`config.mk`:
```
export PLATFORM = sky130hd
export DESIGN_NAME = rx_byte_assembler
export DESIGN_NICKNAME = d
export VERILOG_FILES = /design/src/rtl/usb_rx_pkg.sv /design/src/rtl/rx_fifo.sv /design/src/rtl/rx_byte_assembler.sv
export SDC_FILE = /design/constraint.sdc
export NUM_CORES = 1
export LEC_CHECK = 0
export CORE_AREA = 2 2 73 144
export CTS_BUF_LIST = sky130_fd_sc_hd__clkbuf_16
export CTS_CLUSTER_DIAMETER = 120
export DETAILED_ROUTE_END_ITERATION = 10
export DIE_AREA = 0 0 75 146
export SLEW_MARGIN = 20
export SYNTH_ARGS = -nofsm -noshare
export SYNTH_HDL_FRONTEND = slang
export SYNTH_SLANG_ARGS = --single-unit
export TNS_END_PERCENT = 30
```
`constraint.sdc`:
```
create_clock -name clk -period 2.5 [get_ports clk]
set_clock_uncertainty 0.1 [all_clocks]
set_input_delay 0.625 -clock clk [delete_from_list [all_inputs] [get_ports clk]]
set_output_delay 0.625 -clock clk [all_outputs]
set_load 0.03 [all_outputs]
```
`src/rtl/usb_rx_pkg.sv`:
```
// Shared types and constants for the USB receive path.
package usb_rx_pkg;
  localparam int RX_BYTE_W = 8;
  localparam int STUFF_RUN = 6;

  typedef logic [RX_BYTE_W-1:0] rx_byte_t;
endpackage

```
`src/rtl/rx_fifo.sv`:
```
// DEPTH x 8 synchronous FIFO with extra-MSB pointers to tell full from empty.
module rx_fifo
  import usb_rx_pkg::*;
#(
  parameter int DEPTH = 8
) (
  input  logic     clk,
  input  logic     n_rst,
  input  logic     push,
  input  rx_byte_t push_data,
  input  logic     pop,
  output rx_byte_t head,
  output logic     full,
  output logic     empty
);
  localparam int AW = $clog2(DEPTH);

  logic [AW:0] wr_ptr;
  logic [AW:0] rd_ptr;
  rx_byte_t    mem [DEPTH];
  logic        do_push;
  logic        do_pop;

  assign empty   = (wr_ptr == rd_ptr);
  assign full    = (wr_ptr[AW] != rd_ptr[AW]) && (wr_ptr[AW-1:0] == rd_ptr[AW-1:0]);
  assign do_pop  = pop & ~empty;
  // A pop at full frees the slot the push is about to overwrite.
  assign do_push = push & (~full | do_pop);
  assign head    = empty ? '0 : mem[rd_ptr[AW-1:0]];

  // NOTE: sequential state uses <= so every register samples pre-edge values regardless of statement order.
  always_ff @(posedge clk or negedge n_rst) begin
    if (!n_rst) begin
      wr_ptr <= '0;
      rd_ptr <= '0;
    end else begin
      if (do_push) wr_ptr <= wr_ptr + 1'b1;
      if (do_pop)  rd_ptr <= rd_ptr + 1'b1;
    end
  end

  // NOTE: storage has no reset; head is forced to zero while empty, so stale entries never reach the output.
  always_ff @(posedge clk) begin
    if (do_push) mem[wr_ptr[AW-1:0]] <= push_data;
  end
endmodule

```
`src/rtl/rx_byte_assembler.sv`:
```
// USB RX byte assembler: destuffs the decoded bit stream, packs bytes LSB-first
// and queues them toward the packet decoder with sticky error reporting.
module rx_byte_assembler
  import usb_rx_pkg::*;
#(
  parameter int DEPTH = 8
) (
  input  logic     clk,
  input  logic     n_rst,
  input  logic     rcving,
  input  logic     shift_enable,
  input  logic     d_orig,
  input  logic     eop,
  output logic     shift_stop,
  output rx_byte_t rx_data,
  output logic     rx_valid,
  input  logic     rx_ready,
  output logic     stuff_err,
  output logic     overflow,
  output logic     partial_err,
  output logic     packet_done
);
  logic [2:0] bit_cnt;
  logic [2:0] ones_cnt;
  rx_byte_t   sreg;
  logic       rcving_q;

  logic       stuff_slot;
  logic       bit_strobe;
  logic       data_bit;
  logic       byte_push;
  logic       stuff_bad;
  logic       partial_set;
  logic       ovf_set;
  logic       flag_clr;
  logic       fifo_pop;
  logic       fifo_full;
  logic       fifo_empty;
  rx_byte_t   byte_next;

  // NOTE: every combinational output gets a default first, so no path leaves one unassigned and infers a latch.
  always_comb begin
    stuff_slot  = (ones_cnt == 3'(STUFF_RUN));
    bit_strobe  = rcving & shift_enable & ~eop;
    data_bit    = 1'b0;
    stuff_bad   = 1'b0;
    if (bit_strobe) begin
      data_bit  = ~stuff_slot;
      stuff_bad = stuff_slot & d_orig;
    end
    byte_next   = {d_orig, sreg[RX_BYTE_W-1:1]};
    byte_push   = data_bit & (bit_cnt == 3'd7);
    partial_set = rcving & eop & (bit_cnt != 3'd0);
    ovf_set     = byte_push & fifo_full & ~rx_ready;
    flag_clr    = rcving & ~rcving_q;
  end

  assign shift_stop = rcving & stuff_slot;
  assign rx_valid   = ~fifo_empty;
  assign fifo_pop   = rx_valid & rx_ready;

  always_ff @(posedge clk or negedge n_rst) begin
    if (!n_rst) begin
      bit_cnt     <= '0;
      ones_cnt    <= '0;
      sreg        <= '0;
      rcving_q    <= 1'b0;
      packet_done <= 1'b0;
      stuff_err   <= 1'b0;
      overflow    <= 1'b0;
      partial_err <= 1'b0;
    end else begin
      rcving_q    <= rcving;
      packet_done <= rcving & eop;
      // A flag raised in the same cycle as the rcving rise survives the clear.
      stuff_err   <= (stuff_err   & ~flag_clr) | stuff_bad;
      overflow    <= (overflow    & ~flag_clr) | ovf_set;
      partial_err <= (partial_err & ~flag_clr) | partial_set;

      if (!rcving || eop) begin
        bit_cnt  <= '0;
        ones_cnt <= '0;
        sreg     <= '0;
      end else if (shift_enable) begin
        if (stuff_slot) begin
          ones_cnt <= '0;
        end else begin
          sreg     <= byte_next;
          bit_cnt  <= bit_cnt + 3'd1;
          ones_cnt <= d_orig ? ones_cnt + 3'd1 : 3'd0;
        end
      end
    end
  end

  rx_fifo #(.DEPTH(DEPTH)) u_fifo (
    .clk       (clk),
    .n_rst     (n_rst),
    .push      (byte_push),
    .push_data (byte_next),
    .pop       (fifo_pop),
    .head      (rx_data),
    .full      (fifo_full),
    .empty     (fifo_empty)
  );
endmodule

```
# Yosys cells after proc, flatten, opt, wreduce, memory -nomap -nowiden
# Memory sizes are Yosys's and may differ from the RTL's.
# Cells that the tools add are included.
[classes] n_eq_ne=6 n_reduce_logical=6 add_sub_neg=4 n_bitwise=27 muxes=15
[op_table] operator="two-way mux 8 bit" count=4
[op_table] operator="two-way mux 3 bit" count=7
[op_table] operator="bitwise AND 1 bit" count=16
[op_table] operator="adder 4 x 1 -> 4 bit (second input constant)" count=2
[op_table] operator="inverter 1 bit" count=7
[op_table] operator="adder 3 x 1 -> 3 bit (second input constant)" count=2
[op_table] operator="== test 3 bit (second input constant)" count=2
[op_table] operator="== test 4 bit" count=1
[op_table] operator="two-way mux 1 bit" count=4
[op_table] operator="bitwise OR 1 bit" count=4
[op_table] operator="== test 3 bit" count=1
[op_table] operator="nonzero test 3 bit" count=1
[op_table] operator="inequality test 2 x 1 -> 1 bit (second input constant)" count=1
[op_table] operator="AND reduction 2 bit" count=1
[op_table] operator="nonzero test 2 bit" count=1
[op_table] operator="logical AND 1 bit" count=1
[op_table] operator="logical NOT 1 bit" count=1
[op_table] operator="logical OR 1 bit" count=1
[op_table] operator="inequality test 1 bit" count=1
[totals] memories=1 output_inout_bits=14 reg_bits=27 word_cells=69 mem_bits_rw=64
[mem_list] name="u_fifo.mem" words=8 word_bits=8 rd=1 rd_ports_with_merged_regs=0 wr=1 line="rx_fifo.sv:20" text="rx_byte_t mem [DEPTH];"

# Logic depth before layout (Yosys ltp)
[depth] word_depth=8 mapped_depth=7

# By module
# Synthesis repeated with hierarchy kept, for this count alone.
[unflattened] hier_cells=227 hier_area_um2=3821.2
[modules_own_cells] mod="rx_fifo" area_each_um2=3010.4 instances=1 cells_each=160
[modules_own_cells] mod="rx_byte_assembler" area_each_um2=810.8 instances=1 cells_each=67

# Worst setup path before layout
# Ideal clock, no wire load.
[synth_path] path_kind="input to register" from="in eop" to="mem u_fifo.mem[0][0] (netlist bit) (enable)" setup_slack_ns=-0.044 path_stages=4 arrival_ns=2.050 t_required_ns=2.005 path_cell_list="and3b_1 > and2_1 > o211ai_4 > nor4_1"
[synth_via] elab_chain_cells=7
[synth_rtl] item="start: declaration" line="rx_byte_assembler.sv:13" text="input logic eop,"
[synth_rtl] item="inverter 1 bit" line="rx_byte_assembler.sv:44" text="bit_strobe = rcving & shift_enable & ~eop;"
[synth_rtl] item="bitwise AND 1 bit" line="rx_byte_assembler.sv:44"
[synth_rtl] item="two-way mux 1 bit" line="rx_byte_assembler.sv:47" text="if (bit_strobe) begin"
[synth_rtl] item="bitwise AND 1 bit" line="rx_byte_assembler.sv:52" text="byte_push = data_bit & (bit_cnt == 3'd7);"
[synth_rtl] item="bitwise AND 1 bit" line="rx_fifo.sv:28" text="assign do_push = push & (~full | do_pop);"
[synth_rtl] item="two-way mux 1 bit" line="rx_fifo.sv:44" text="if (do_push) mem[wr_ptr[AW-1:0]] <= push_data;"
[synth_rtl] item="two-way mux 1 bit (implied by the code)" line="rx_fifo.sv:44"
[synth_rtl] item="end: declaration" line="rx_fifo.sv:20"
# Every way passes these cells.

# Final worst setup path
[layout_path] from="reg u_fifo.rd_ptr[0]" to="out rx_data[7]"
[layout_via] elab_chain_cells=2
[layout_rtl] item="start: declaration" line="rx_fifo.sv:19" text="logic [AW:0] rd_ptr;"
[layout_rtl] item="start signal: assignment" line="rx_fifo.sv:38" text="if (do_pop) rd_ptr <= rd_ptr + 1'b1;"
[layout_rtl] item="memory (8 x 8 bit) or == test 4 bit (tied branches)"
[layout_rtl] item="two-way mux 8 bit *" line="rx_fifo.sv:29" text="assign head = empty ? '0 : mem[rd_ptr[AW-1:0]];"
[layout_rtl] item="end: declaration" line="rx_byte_assembler.sv:15" text="output rx_byte_t rx_data,"
# Every way passes the cells marked *; elsewhere a longest branch is shown, timed or not.

==> reports/results.tsv <==
stage	metric	value	unit
setup_path	path_class	reg -> out	
setup_path	critPathRequiredTime	1.77	ns
min_path	worstHoldPathType	reg -> reg	
clock_tree	cts_inserted_buffers	9	
global_routing	first_global_vias	2267	
clock_tree	clock_insertion_delay_worst_skew	0.34	ns
floorplan	floorplan.die_area	11000	um2
setup_path	worst_r2r_startpoint	ones_cnt[0]$_DFFE_PN0P_	
floorplan	initial_core_util	0.392	
drt	routed_wl	7790	um
final_layout	final_core_util	0.485	
final_layout	post_route_cells_drive_above_1_share	0.323	
clock_tree	clockBufferDepth	2	
setup_path	r2r-end	u_fifo.mem[4][0]$_DFFE_PP_	
logic_synthesis	synth-seq-cells	90	
sta	post-route-period-util	1.05	
clock_tree	tritoncts	yes	
drt	antenna_left	0	
sta	period_needed	2.62	ns
setup_path	crit_path_cell_trace	buf_6, buf_4, mux4_2, mux2i_1, nor2_1, buf_4	
sta	final_critical_path_setup_slack	-0.123	ns
sta	worst_slew_pin_tran	0.383	ns
run	drv_cap	0	
sta	finalMaxSlewViolations	0	
logic_synthesis	synth_cell_type_count	39	
drt	wire_per_inst	18.7	um
drt	detail_route.vias_per_cell	4.97	
place	place.port_buffers	20	
global_routing	overflow	0	
min_path	number_of_instances_on_the_worst_hold_path	2	
global_routing	grt_antenna_before_repair	0	
pwr	peakVddDrop	0.000457	V
logic_synthesis	synth_xor_area_frac	0.0262	
logic_synthesis	synth-adder-area-share	0.0229	
outcome	status	complete, but fails checks	
setup_path	r2r_setup_slack	0.40	ns
sta	final_number_of_setup_violating_endpoints	8	
clock_tree	clkTransAtPathRegs	0.06	ns
logic_synthesis	cell_count_after_synthesis	220	
global_routing	largest_net_degree_at_the_start_of_global_routing	27	
logic_synthesis	postSynthAreaPerCell	17.4	um2
drt	first_iter_violations	155	
drt	post_route_drc	0	
floorplan	die-height	146	um
sta	hold_viol_final	0	
logic_synthesis	yosys_warnings	0	
setup_path	cp_common_cell	sky130_fd_sc_hd__buf_4	
floorplan	chipWidth	75	um
final_layout	syn2layout_area_growth	23.8	%
setup_path	critical-path-slowest-cell	sky130_fd_sc_hd__mux4_2	
global_routing	all_layer_global_routing_usage	0.161	
outcome	violations_in_the_final_reports	setup timing	
setup_path	worstPathMaxFanout	4	
floorplan	coreArea	9760	um2
clock_tree	cts_root_buf	sky130_fd_sc_hd__clkbuf_16	
drt	drt_pass1_iterations	7	
place	detailedPlacementHpwl	5260	um
logic_synthesis	synth.mux.area_fraction	0.131	
setup_path	reg2regPathDepth	7	
logic_synthesis	synth-compound-area-share	0.0471	
final_layout	fill_cells	828	
global_routing	grt_pass1_wl	12400	um
final_layout	post_layout_nonfiller_instances	417	
logic_synthesis	syn_nets	234	
pwr	pwr_density_cell	934	nW/um2
setup_path	cp_data_arrival_time	1.90	ns
min_path	whs_endpoint	stuff_err$_DFF_PN0_	
drt	dr_total_vias	2072	
logic_synthesis	fraction_of_the_mapped_netlist_area_in_simple_logic_gates	0.0732	
clock_tree	htreeDepth	3	
setup_path	critical_path.max_stage_delay	0.47	ns
logic_synthesis	synth.cell_area	3830	um2
logic_synthesis	main_combinational_cell_family_by_area_after_synthesis	multiplexers	
sta	unrepaired_setup_endpoints_after_global_routing	yes	
place	gpl.final_weighted_congestion	0.717	
setup_path	cp_endpoint_kind	output pin	
sta	achievable-frequency	381	MHz
clock_tree	clock_sink_count	90	
min_path	startpoint_of_the_most_critical_hold_path	stuff_err$_DFF_PN0_	
logic_synthesis	ys_seq_area_frac	0.672	
floorplan	floorplan.rows	51	
final_layout	final_nets	294	
final_layout	diodes	0	
place	numPlacedInstances	399	
setup_path	setup_crit_start_kind	register	
pwr	power.leakage	1.84	nW
clock_tree	hold_buffer_count_at_cts	0	
sta	max_slew_margin	0.744	
floorplan	floorplan.io_pins	21	
==> kinds of logic after synthesis <==
kind of cell,count (synthesis)
buffers and inverters,14
AO/OA/AOI/OAI,21
flip-flops,90
multiplexers,27
AND/OR/NAND/NOR,53
adder cells (fa/ha/maj),7
XOR/XNOR,8
==> power breakdown <==
part           switching (W)  internal [W]  total, W
clock               0.000542      0.000793   0.00134
sequential         0.0000639       0.00163   0.00169
combinational       0.000695      0.000706   0.00140
total                0.00130       0.00312   0.00443
==> layer usage <==
metal  GRT usage  wire length [um]
met5           0                 0
met4      0.0554                91
met3      0.0416               220
met2       0.288              4550
met1       0.177              2920
==> Yosys cell counts, drive strengths merged <==
cell | count | area share
xor2 | 1 | 0.0023
nor2 | 15 | 0.015
nor4 | 1 | 0.0016
o31ai | 1 | 0.0020
nand2b | 6 | 0.0098
buf | 10 | 0.023
and2 | 2 | 0.0033
a21oi | 2 | 0.0026
and3 | 3 | 0.0049
o2111ai | 2 | 0.0046
a211o | 1 | 0.0026
a22o | 9 | 0.021
nor3b | 2 | 0.0039
nand2 | 12 | 0.014
and4 | 1 | 0.0023
o211ai | 1 | 0.0056
a41o | 1 | 0.0026
edfxtp | 64 | 0.50
nand4b | 1 | 0.0039
mux2 | 3 | 0.011
nor3 | 5 | 0.0065
inv | 4 | 0.0052
a32o | 1 | 0.0026
xnor2 | 7 | 0.024
ha | 7 | 0.023
and3b | 1 | 0.0023
nand3 | 1 | 0.0013
mux4 | 16 | 0.099
dfrtp | 26 | 0.17
nand4 | 3 | 0.0049
mux2i | 8 | 0.021
o21ai | 3 | 0.0039
==> how the worst max path moves through the flow <==
| stage | endpoint | startpoint |
|---|---|---|
| 2_1_floorplan | u_fifo.mem[4][0]$_DFFE_PP_ | eop |
| 6_report | rx_data[7] | u_fifo.rd_ptr[0]$_DFFE_PN0P_ |
| 4_1_cts | rx_data[6] | u_fifo.rd_ptr[0]$_DFFE_PN0P_ |
| 3_3_place_gp | rx_data[7] | u_fifo.rd_ptr[0]$_DFFE_PN0P_ |
| 3_5_place_dp | rx_data[7] | u_fifo.rd_ptr[0]$_DFFE_PN0P_ |
| 5_1_grt | rx_data[6] | u_fifo.rd_ptr[0]$_DFFE_PN0P_ |
==> registers in the layout, indices dropped and copies added, names as in the netlist <==
signal         flops
bit_cnt            3
ones_cnt           3
overflow           1
packet_done        1
partial_err        1
rcving_q           1
sreg               7
stuff_err          1
u_fifo.mem        64
u_fifo.rd_ptr      4
u_fifo.wr_ptr      4
==> worst max-delay path, delay by kind of cell, from the launching register on <==
family / cells / cell delay, ns
muxes: 2 / 0.67
DFF: 1 / 0.44
and+or+nand+nor: 1 / 0.06
buffers and inverters: 3 / 0.40
==> metrics by stage <==
step	setup WS [ns]	TNS, ns	hold WS [ns]	power [W]	cell area (um2)
global route	-0.217	-1.23	0.403	0.00464	4740
detailed placement	-0.193	-3.66	0.360	0.00310	4420
finish	-0.123	-0.491	0.383	0.00443	4740
floorplan	0.136	0	0.229	0.00254	3830
CTS	-0.158	-1.07	0.377	0.00451	4750
global placement	-0.172	-2.32	0.361	0.00309	4420
==> cell usage in the layout, fill, tap and decap left out, types with 3 or more instances in the layout <==
master and count:
sky130_fd_sc_hd__xnor2_1 3, sky130_fd_sc_hd__inv_1 3, sky130_fd_sc_hd__clkdlybuf4s50_1 10, sky130_fd_sc_hd__mux2i_1 8, sky130_fd_sc_hd__nand4_1 3, sky130_fd_sc_hd__nor2_1 15
sky130_fd_sc_hd__clkbuf_16 11, sky130_fd_sc_hd__ha_1 7, sky130_fd_sc_hd__buf_4 41, sky130_fd_sc_hd__nor3_1 5, sky130_fd_sc_hd__mux4_2 14, sky130_fd_sc_hd__a22o_1 9
sky130_fd_sc_hd__buf_12 4, sky130_fd_sc_hd__xnor2_2 4, sky130_fd_sc_hd__o21ai_0 3, sky130_fd_sc_hd__dfrtp_1 25, sky130_fd_sc_hd__nand2_1 11, sky130_fd_sc_hd__nand2b_1 6
sky130_fd_sc_hd__edfxtp_1 64, sky130_fd_sc_hd__and3_1 3
==> repair_timing <==
| action | 4_1_cts | 5_1_grt |
|---|---|---|
| pin swaps | 0 | 2 |
| setup endpoints to repair | 9 | 9 |
| resized for setup | 42 | 3 |
| buffers inserted | 1 | 1 |
| gates cloned | 1 | 0 |
==> final cells by class <==
cell class	instances	area (um2)	share of cell area
Clock inverter	5	32.5	0.00687
Timing Repair Buffer	59	527	0.111
Multi-Input combinational cell	116	1140	0.241
Sequential cell	90	2570	0.543
Inverter	4	20.0	0.00423
Clock buffer	11	275	0.0581
Tap cell	132	165	0.0349
Note: power is estimated with default switching activity, not from simulation.
